**src/rtl/cave_mem_pkg.sv**
```systemverilog
// cave_mem_pkg
//   Shared types and widths for the cave memory write path.
//   - state_t       : coalescer FSM states
//   - *_AW / *_W    : word/line address and data widths
//   - *_MASK_W      : byte-enable widths
//   - byte_mask_to_bits : expands a line byte mask to a per-bit mask
package cave_mem_pkg;

    localparam int LINE_AW     = 16;  // 64-bit line address width
    localparam int WORD_AW     = 17;  // 32-bit word address width
    localparam int WORD_W      = 32;
    localparam int LINE_W      = 64;
    localparam int WORD_MASK_W = 4;
    localparam int LINE_MASK_W = 8;

    typedef enum logic [1:0] {
        ST_IDLE  = 2'd0,
        ST_PEND  = 2'd1,
        ST_ISSUE = 2'd2
    } state_t;

    function automatic logic [LINE_W-1:0] byte_mask_to_bits(input logic [LINE_MASK_W-1:0] m);
        logic [LINE_W-1:0] r;
        for (int i = 0; i < LINE_MASK_W; i++) begin
            r[i*8 +: 8] = {8{m[i]}};
        end
        return r;
    endfunction

endpackage

```
**src/rtl/write_coalescer.sv**
```systemverilog
// write_coalescer
//   Merges 32-bit word writes into 64-bit line writes. A line is held in
//   PEND until both halves are fully written, a write to another line
//   arrives, or it sits idle for TIMEOUT-1 cycles; it is then issued.
//
// Ports
//   clock, reset        : clock, asynchronous active-low reset
//   io_in_*             : word write request channel (valid/ready)
//   io_mem_*            : registered 64-bit line write to memory
//   io_mem_waitReq      : memory stall, holds the write in ISSUE
//   io_busy             : a line is pending or being issued
//   dbg_state           : current FSM state (debug observation)
//
// Handshake: a word transfer happens on a rising clock edge where
// io_in_valid and io_in_ready are both 1. io_in_ready never depends on
// io_in_valid. On the memory side the write is presented while io_mem_wr
// is 1 and completes on an edge where io_mem_waitReq is 0.
module write_coalescer
    import cave_mem_pkg::*;
#(
    parameter int TIMEOUT = 8
) (
    input  logic                   clock,
    input  logic                   reset,
    output logic                   io_in_ready,
    input  logic                   io_in_valid,
    input  logic [WORD_AW-1:0]     io_in_bits_addr,
    input  logic [WORD_W-1:0]      io_in_bits_din,
    input  logic [WORD_MASK_W-1:0] io_in_bits_mask,
    output logic                   io_mem_wr,
    output logic [LINE_AW-1:0]     io_mem_addr,
    output logic [LINE_W-1:0]      io_mem_din,
    output logic [LINE_MASK_W-1:0] io_mem_mask,
    input  logic                   io_mem_waitReq,
    output logic                   io_busy,
    output logic [1:0]             dbg_state
);

    localparam logic [7:0] TIMER_LAST = 8'(TIMEOUT - 1);

    state_t                 state;
    logic [LINE_AW-1:0]     line_addr;
    logic [LINE_W-1:0]      line_data;
    logic [LINE_MASK_W-1:0] line_mask;
    logic [7:0]             timer;

    logic [LINE_AW-1:0]     in_line;
    logic [LINE_W-1:0]      lane_data;
    logic [LINE_MASK_W-1:0] lane_mask;
    logic [LINE_W-1:0]      lane_bits;
    logic [LINE_W-1:0]      merged_data;
    logic [LINE_MASK_W-1:0] merged_mask;
    logic [LINE_W-1:0]      issue_data;
    logic [LINE_MASK_W-1:0] issue_mask;
    logic [7:0]             timer_inc;
    logic                   fire;
    logic                   go_issue;

    assign in_line   = io_in_bits_addr[WORD_AW-1:1];
    assign io_busy   = (state != ST_IDLE);
    assign dbg_state = state;
    assign timer_inc = timer + 8'd1;
    assign fire      = io_in_valid && io_in_ready;

    // Place the incoming word in its half of the line; unmasked bytes are
    // forced to zero so they never leak into the issued data.
    always_comb begin
        lane_data = io_in_bits_addr[0] ? {io_in_bits_din, {WORD_W{1'b0}}}
                                       : {{WORD_W{1'b0}}, io_in_bits_din};
        lane_mask = io_in_bits_addr[0] ? {io_in_bits_mask, {WORD_MASK_W{1'b0}}}
                                       : {{WORD_MASK_W{1'b0}}, io_in_bits_mask};
        lane_bits   = byte_mask_to_bits(lane_mask);
        merged_data = (line_data & ~lane_bits) | (lane_data & lane_bits);
        merged_mask = line_mask | lane_mask;
    end

    always_comb begin
        io_in_ready = 1'b0;
        case (state)
            ST_IDLE:  io_in_ready = 1'b1;
            ST_PEND:  io_in_ready = (in_line == line_addr);
            default:  io_in_ready = 1'b0;
        endcase
    end

    // In PEND a same-line write completing the line is issued with the
    // merged contents; other exits issue the buffer as it stands.
    always_comb begin
        issue_data = line_data;
        issue_mask = line_mask;
        go_issue   = 1'b0;
        if (state == ST_PEND) begin
            if (fire) begin
                issue_data = merged_data;
                issue_mask = merged_mask;
                go_issue   = (merged_mask == 8'hFF);
            end else begin
                go_issue = io_in_valid || (timer_inc == TIMER_LAST);
            end
        end
    end

    always_ff @(posedge clock or negedge reset) begin
        if (!reset) begin
            state       <= ST_IDLE;
            line_addr   <= '0;
            line_data   <= '0;
            line_mask   <= '0;
            timer       <= '0;
            io_mem_wr   <= 1'b0;
            io_mem_addr <= '0;
            io_mem_din  <= '0;
            io_mem_mask <= '0;
        end else begin
            case (state)
                ST_IDLE: begin
                    io_mem_wr <= 1'b0;
                    if (fire) begin
                        line_addr <= in_line;
                        line_data <= lane_data & lane_bits;
                        line_mask <= lane_mask;
                        timer     <= '0;
                        state     <= ST_PEND;
                    end
                end
                ST_PEND: begin
                    if (fire) begin
                        line_data <= merged_data;
                        line_mask <= merged_mask;
                        timer     <= '0;
                    end else begin
                        timer <= timer_inc;
                    end
                    if (go_issue) begin
                        state       <= ST_ISSUE;
                        io_mem_wr   <= 1'b1;
                        io_mem_addr <= line_addr;
                        io_mem_din  <= issue_data;
                        io_mem_mask <= issue_mask;
                    end
                end
                ST_ISSUE: begin
                    if (!io_mem_waitReq) begin
                        state     <= ST_IDLE;
                        io_mem_wr <= 1'b0;
                    end
                end
                default: begin
                    state     <= ST_IDLE;
                    io_mem_wr <= 1'b0;
                end
            endcase
        end
    end

endmodule

```
**config.mk**
```make
export PLATFORM = sky130hd
export DESIGN_NAME = write_coalescer
export DESIGN_NICKNAME = d
export VERILOG_FILES = /design/src/rtl/cave_mem_pkg.sv /design/src/rtl/write_coalescer.sv
export SDC_FILE = /design/constraint.sdc
export NUM_CORES = 1
export LEC_CHECK = 0
export CAP_MARGIN = 15
export CORE_MARGIN = 2
export CORE_UTILIZATION = 48
export DETAILED_ROUTE_END_ITERATION = 16
export PLACE_DENSITY = 0.87
export REMOVE_ABC_BUFFERS = 1
export SYNTH_ARGS = -nofsm -noshare
export SYNTH_HDL_FRONTEND = slang
export SYNTH_SLANG_ARGS = --single-unit
```
**constraint.sdc**
```tcl
create_clock -name clock -period 2.4 [get_ports clock]
set_clock_uncertainty 0.05 [all_clocks]
set_input_delay 0.36 -clock clock [delete_from_list [all_inputs] [get_ports clock]]
set_output_delay 0.36 -clock clock [all_outputs]
set_load 0.005 [all_outputs]
```
Word-level counts from Yosys, hierarchy flattened
Cells that the tools add are included.
{"block": "op_classes", "n_addsub": 1, "eq_ne": 8, "muxes": 21, "bitwise": 5, "n_reduce_logical": 10}
{"op": "$mux W64", "count": 3}
{"op": "$and A64 B64 Y64", "count": 2}
{"op": "$pmux W64 S2", "count": 1}
{"op": "$not A64 Y64", "count": 1}
{"op": "$or A64 B64 Y64", "count": 1}
{"op": "$mux W8", "count": 5}
{"op": "$pmux W8 S2", "count": 2}
{"op": "$eq A16 B16 Y1", "count": 1}
{"op": "$add A8 B1 Y8 const B", "count": 1}
{"op": "$eq A8 B3 Y1 const B", "count": 1}
{"op": "$eq A8 B8 Y1 const B", "count": 1}
{"op": "$or A8 B8 Y8", "count": 1}
{"op": "$reduce_and A2 Y1", "count": 4}
{"op": "$mux W2", "count": 3}
{"op": "$ne A2 B2 Y1 const B", "count": 3}
{"op": "$pmux W2 S3", "count": 1}
{"op": "$mux W1", "count": 4}
{"op": "$pmux W1 S2", "count": 2}
{"op": "$reduce_bool A2 Y1", "count": 2}
{"op": "$reduce_and A3 Y1", "count": 1}
{"op": "$eq A2 B1 Y1 const B", "count": 1}
{"op": "$eq A2 B2 Y1 const B", "count": 1}
{"op": "$logic_not A2 Y1", "count": 1}
{"op": "$logic_and A1 B1 Y1", "count": 1}
{"op": "$logic_or A1 B1 Y1", "count": 1}
{"block": "word_totals", "reg_bits": 187, "in_bits": 57, "output_inout_bits": 93, "elab_cells": 54}

Longest topological paths before layout
{"block": "logic_depth", "depth_word": 7, "mapped_depth": 9, "mapped_depth_nobuf": 7}

Worst setup path after synthesis
OpenSTA, ideal clock, no wires.
{"block": "synth_path", "kind": "register to register", "start": "register timer[0]", "end": "register io_mem_din[17]", "setup_time_ns": 0.125, "arrival_time_ns": 2.102, "path_slack_ns": 0.123, "path_stages_with_launch": 10, "cell_sequence": "dfrtp_1 -> ha_1 -> nand3_1 -> mux2i_1 -> a31oi_1 -> a2bb2oi_2 -> a21oi_4 -> buf_6 -> buf_8 -> mux2_4"}
{"block": "synth_via", "elab_chain_len": 6}
{"element": "start: declaration", "line_no": "write_coalescer.sv:45", "rtl": "logic [7:0] timer;"}
{"element": "start signal: assignment", "line_no": "write_coalescer.sv:132", "rtl": "timer <= timer_inc;"}
{"element": "$add A8 B1 Y8", "line_no": "write_coalescer.sv:62", "rtl": "assign timer_inc = timer + 8'd1;"}
{"element": "$eq A8 B3 Y1", "line_no": "write_coalescer.sv:98", "rtl": "go_issue = io_in_valid || (timer_inc == TIMER_LAST);"}
{"element": "$logic_or A1 B1 Y1", "line_no": "write_coalescer.sv:98"}
{"element": "$mux W1", "line_no": "write_coalescer.sv:93", "rtl": "if (fire) begin"}
{"element": "$mux W1", "line_no": "write_coalescer.sv:92", "rtl": "if (state == ST_PEND) begin"}
{"element": "$reduce_and A2 Y1 (no source line)"}
{"element": "end signal: assignment", "line_no": "write_coalescer.sv:138", "rtl": "io_mem_din <= issue_data;"}
{"element": "end: declaration", "line_no": "write_coalescer.sv:32", "rtl": "output logic [LINE_W-1:0] io_mem_din,"}
No other way between the ends.
A chain may end at the register's enable or synchronous reset.

Worst setup path in the final report
{"block": "layout_path", "start": "input port io_in_bits_mask[2]", "end": "register io_mem_din[45]"}
{"block": "layout_via", "elab_chain_len": 6}
{"element": "start: declaration", "line_no": "write_coalescer.sv:29", "rtl": "input logic [WORD_MASK_W-1:0] io_in_bits_mask,"}
{"element": "$mux W8", "line_no": "write_coalescer.sv:70", "rtl": "lane_mask = io_in_bits_addr[0] ? {io_in_bits_mask, {WORD_MASK_W{1'b0}}}"}
{"element": "$or A8 B8 Y8", "line_no": "write_coalescer.sv:74", "rtl": "merged_mask = line_mask | lane_mask;"}
{"element": "$eq A8 B8 Y1", "line_no": "write_coalescer.sv:96", "rtl": "go_issue = (merged_mask == 8'hFF);"}
{"element": "$mux W1", "line_no": "write_coalescer.sv:93"}
{"element": "$mux W1", "line_no": "write_coalescer.sv:92"}
{"element": "$reduce_and A2 Y1 (no source line)"}
No other way between the ends.

==> metrics.yaml <==
floorplan:
  core.rowCount: 48
  core-area_sq_um: 17360
  design.die.area_sq_um: 18840
  initial_utilization_pct: 49.10
  fp.dieH_um: 137.2
  ios: 150
  die_w_um: 137.2
synthesis:
  ys.flop_type: "dfrtp_1"
  synth-simple-area-share_pct: 7.018
  yosysTopAreaCellShare_pct: 54.91
  synth.most_common_cell: "dfrtp_1"
  ys_seq_area_share_pct: 54.91
  synth.area.mux_share_pct: 20.36
  synth_compound_area_share_pct: 12.58
  yosys-top-cells-area: "dfrtp_1 55%, mux2_2 19%, a32o_1 4.0%, a22o_1 3.9%, nand2_1 2.5%"
  synth-async-reset-ratio_pct: 100.0
  synth-edff-count: 0
  syn_inst: 670
  synth_fa_ha_area_share_pct: 0.2936
  synth_top_family_by_area: "multiplexers"
  synth_xor_area_share_pct: 1.336
  synth_largest_area_cell: "dfrtp_1"
  ys_ff_latch: 187
  synthDistinctLibCells: 50
  syn_area_sq_um: 8522
  avgSynthCellArea_sq_um: 12.72
  synth_common_cells: "187 x dfrtp_1, 143 x mux2_2, 56 x nand2_1, 38 x a22o_1, 34 x a32o_1"
  yosysWarnings: 0
cells_and_area:
  final_nets: 961
  syn_to_final_growth_pct: 45.48
  antennaDiodeCount: 0
  post-route-util_pct: 71.43
  final_layout_size_suffix_gt1_share_pct: 36.28
  nFillCells: 1034
route:
  drtPass1Iterations: 8
  viasPerCell: 6.229
  routed_wl_um: 28710
  detail_route.iter0.violations: 971
  final_antenna_net_count: 0
  vias: 7101
  routedWlPerCell_um: 25.19
  drc: 0
run_status:
  status: "finished, violations left"
  violations: "setup timing"
sta:
  fin_crit_sh_pct: 109.6
  rsz0062_at_grt: "true"
  final_hold_viol_count: 0
  fin_setup_tns_ps: -13740
  slew-limit-headroom_pct: 50.70
  timing.fmax_mhz: 380.1
  finalSetupViolations: 103
  period_needed_ps: 2631
  setup_slack_ps: -231.1
  worstMarginPinSlew_ps: 736.8
  slew_violations: 0
global_route:
  grt_use_total_pct: 26.21
  grt_first_pass_wirelength_um: 37500
  antenna_found_initial: 0
  grt_pass1_vias: 6862
  grt_overflow: 0
  grt_max_degree: 66
power_and_ir_drop:
  p_total_mw: 14.27
  p_leak_nw: 5.730
  irDropWorstVdd_v: 0.0006270
  p_per_area_nw_per_um2: 1151
critical_path:
  path_class: "primary input to register"
  path_cells: "clkdlybuf4s50_1 -> nor2b_2 -> o21ai_0 -> a221oi_2 -> buf_4 -> a2bb2oi_2 -> a21oi_4 -> buf_4 -> buf_8 -> buf_12 -> mux2_2"
  cp_common_cell: "buf_4"
  crit_path_end_kind: "register"
  worst_path_max_delay_cell: "clkdlybuf4s50_1"
  startpoint_type: "primary input"
  cpLargestDelayFamily: "buffers and inverters"
  path_depth: 11
  required_ps: 2660
  reg2reg_depth: 10
  cpPeakStageDelay_ps: 580
  critPathArrivalTime_ps: 2890
  worstPathBufferInverterCount: 5
  cp_max_fo: 5
place:
  gp_congestion: 0.8341
  dp_worst_setup_slack_ps: -521.3
  post-dp-hpwl_um: 13880
  io_buffers: 149
hold_path:
  whs_path_depth: 3
  min_path_type: "primary input to register"
clocking:
  cts.sinks: 187
  root_buffer: "clkbuf_16"
  htreeDepth: 4
  cts_tree: "yes"
  cts.clk_slew.worst_paths_ps: 60
  clock_latency_ps: 440
  cts.path.max_buffers: 2
  numCtsBuffers: 17
run:
  cap_violations: 0
==> area by class of cell <==
cell class	count	area, sq um	area share, %
Clock buffer	21	460.4	3.714
Clock inverter	11	93.84	0.7569
Inverter	15	56.30	0.4541
Multi-Input combinational cell	426	4045	32.63
Sequential cell	187	4682	37.76
Tap cell	225	281.5	2.271
Timing Repair Buffer	255	2779	22.41
==> sequential cells by signal, summed over array words and instances (netlist names) <==
name	count
io_mem_addr	16
line_addr	16
dbg_state	2
io_mem_mask	8
io_mem_wr	1
line_mask	8
io_mem_din	64
line_data	64
timer	8
==> path summary, 6_finish.rpt <==
path	to	start	slack [ps]
min in group asynchronous	io_mem_din[38]	reset	430
min	line_addr[2]	io_in_bits_addr[3]	160
max reg2reg	io_mem_din[45]	timer[0]	-210
max in group asynchronous	io_mem_din[45]	reset	1140
min reg2reg	line_data[35]	line_data[35]	440
max	io_mem_din[45]	io_in_bits_mask[2]	-230
==> layout by cell type, fill, tap and decap left out, types with 7 or more instances in the layout <==
master,Yosys,layout
nand2b_1,7,7
xor2_1,7,7
buf_4,12,61
o21ai_0,10,10
buf_6,1,16
nor2_1,19,19
a21o_1,12,7
inv_1,15,14
clkbuf_16,0,26
nand3_1,11,9
clkdlybuf4s50_1,0,143
dfrtp_1,187,185
mux2_4,5,50
a22o_1,38,34
buf_12,0,12
a21oi_1,15,12
nand2_1,56,56
a32o_1,34,34
mux2_2,143,98
==> report_power, final <==
group	switching [mW]	internal (mW)	leakage, nW
logic	2.92	3.60	2.98
registers	0.806	4.21	2.49
clock network	1.25	1.48	0.265
total	4.98	9.29	5.73
==> cell families after synthesis <==
logic type	count (synthesis)
AO/OA/AOI/OAI	131
XOR/XNOR	13
adder cells (fa/ha/maj)	2
buffers and inverters	58
flip-flops	187
multiplexers	153
AND/OR/NAND/NOR	126
==> repair_timing <==
item	4_1_cts	5_1_grt
endpoints found under the hold margin	62	0
setup buffers	11	8
gates resized for setup	49	93
pin swaps	11	14
hold buffers	1	0
endpoints found under the setup margin	126	147
cloned	6	12
==> worst min-delay path, delay by kind of cell <==
family        cells  cell delay, ps
buf+inv           1             120
simple gates      2             120
==> metrics by stage <==
step	std cells	area [sq um]	hold slack, ps
5_1_grt	1140	12400	168.2
6_report	1140	12400	161.3
3_5_place_dp	1070	10730	332.4
3_3_place_gp	1070	10730	330.8
4_1_cts	1120	11750	295.6
2_1_floorplan	627	8280	14.41
==> metal layers <==
metal	global-route usage [%]	part of all wire, %
met1	34.15	38
met5	0	0
met4	11.86	5.9
met2	41.98	48
met3	5.887	8.0
Note: power is estimated with default switching activity, not from simulation.
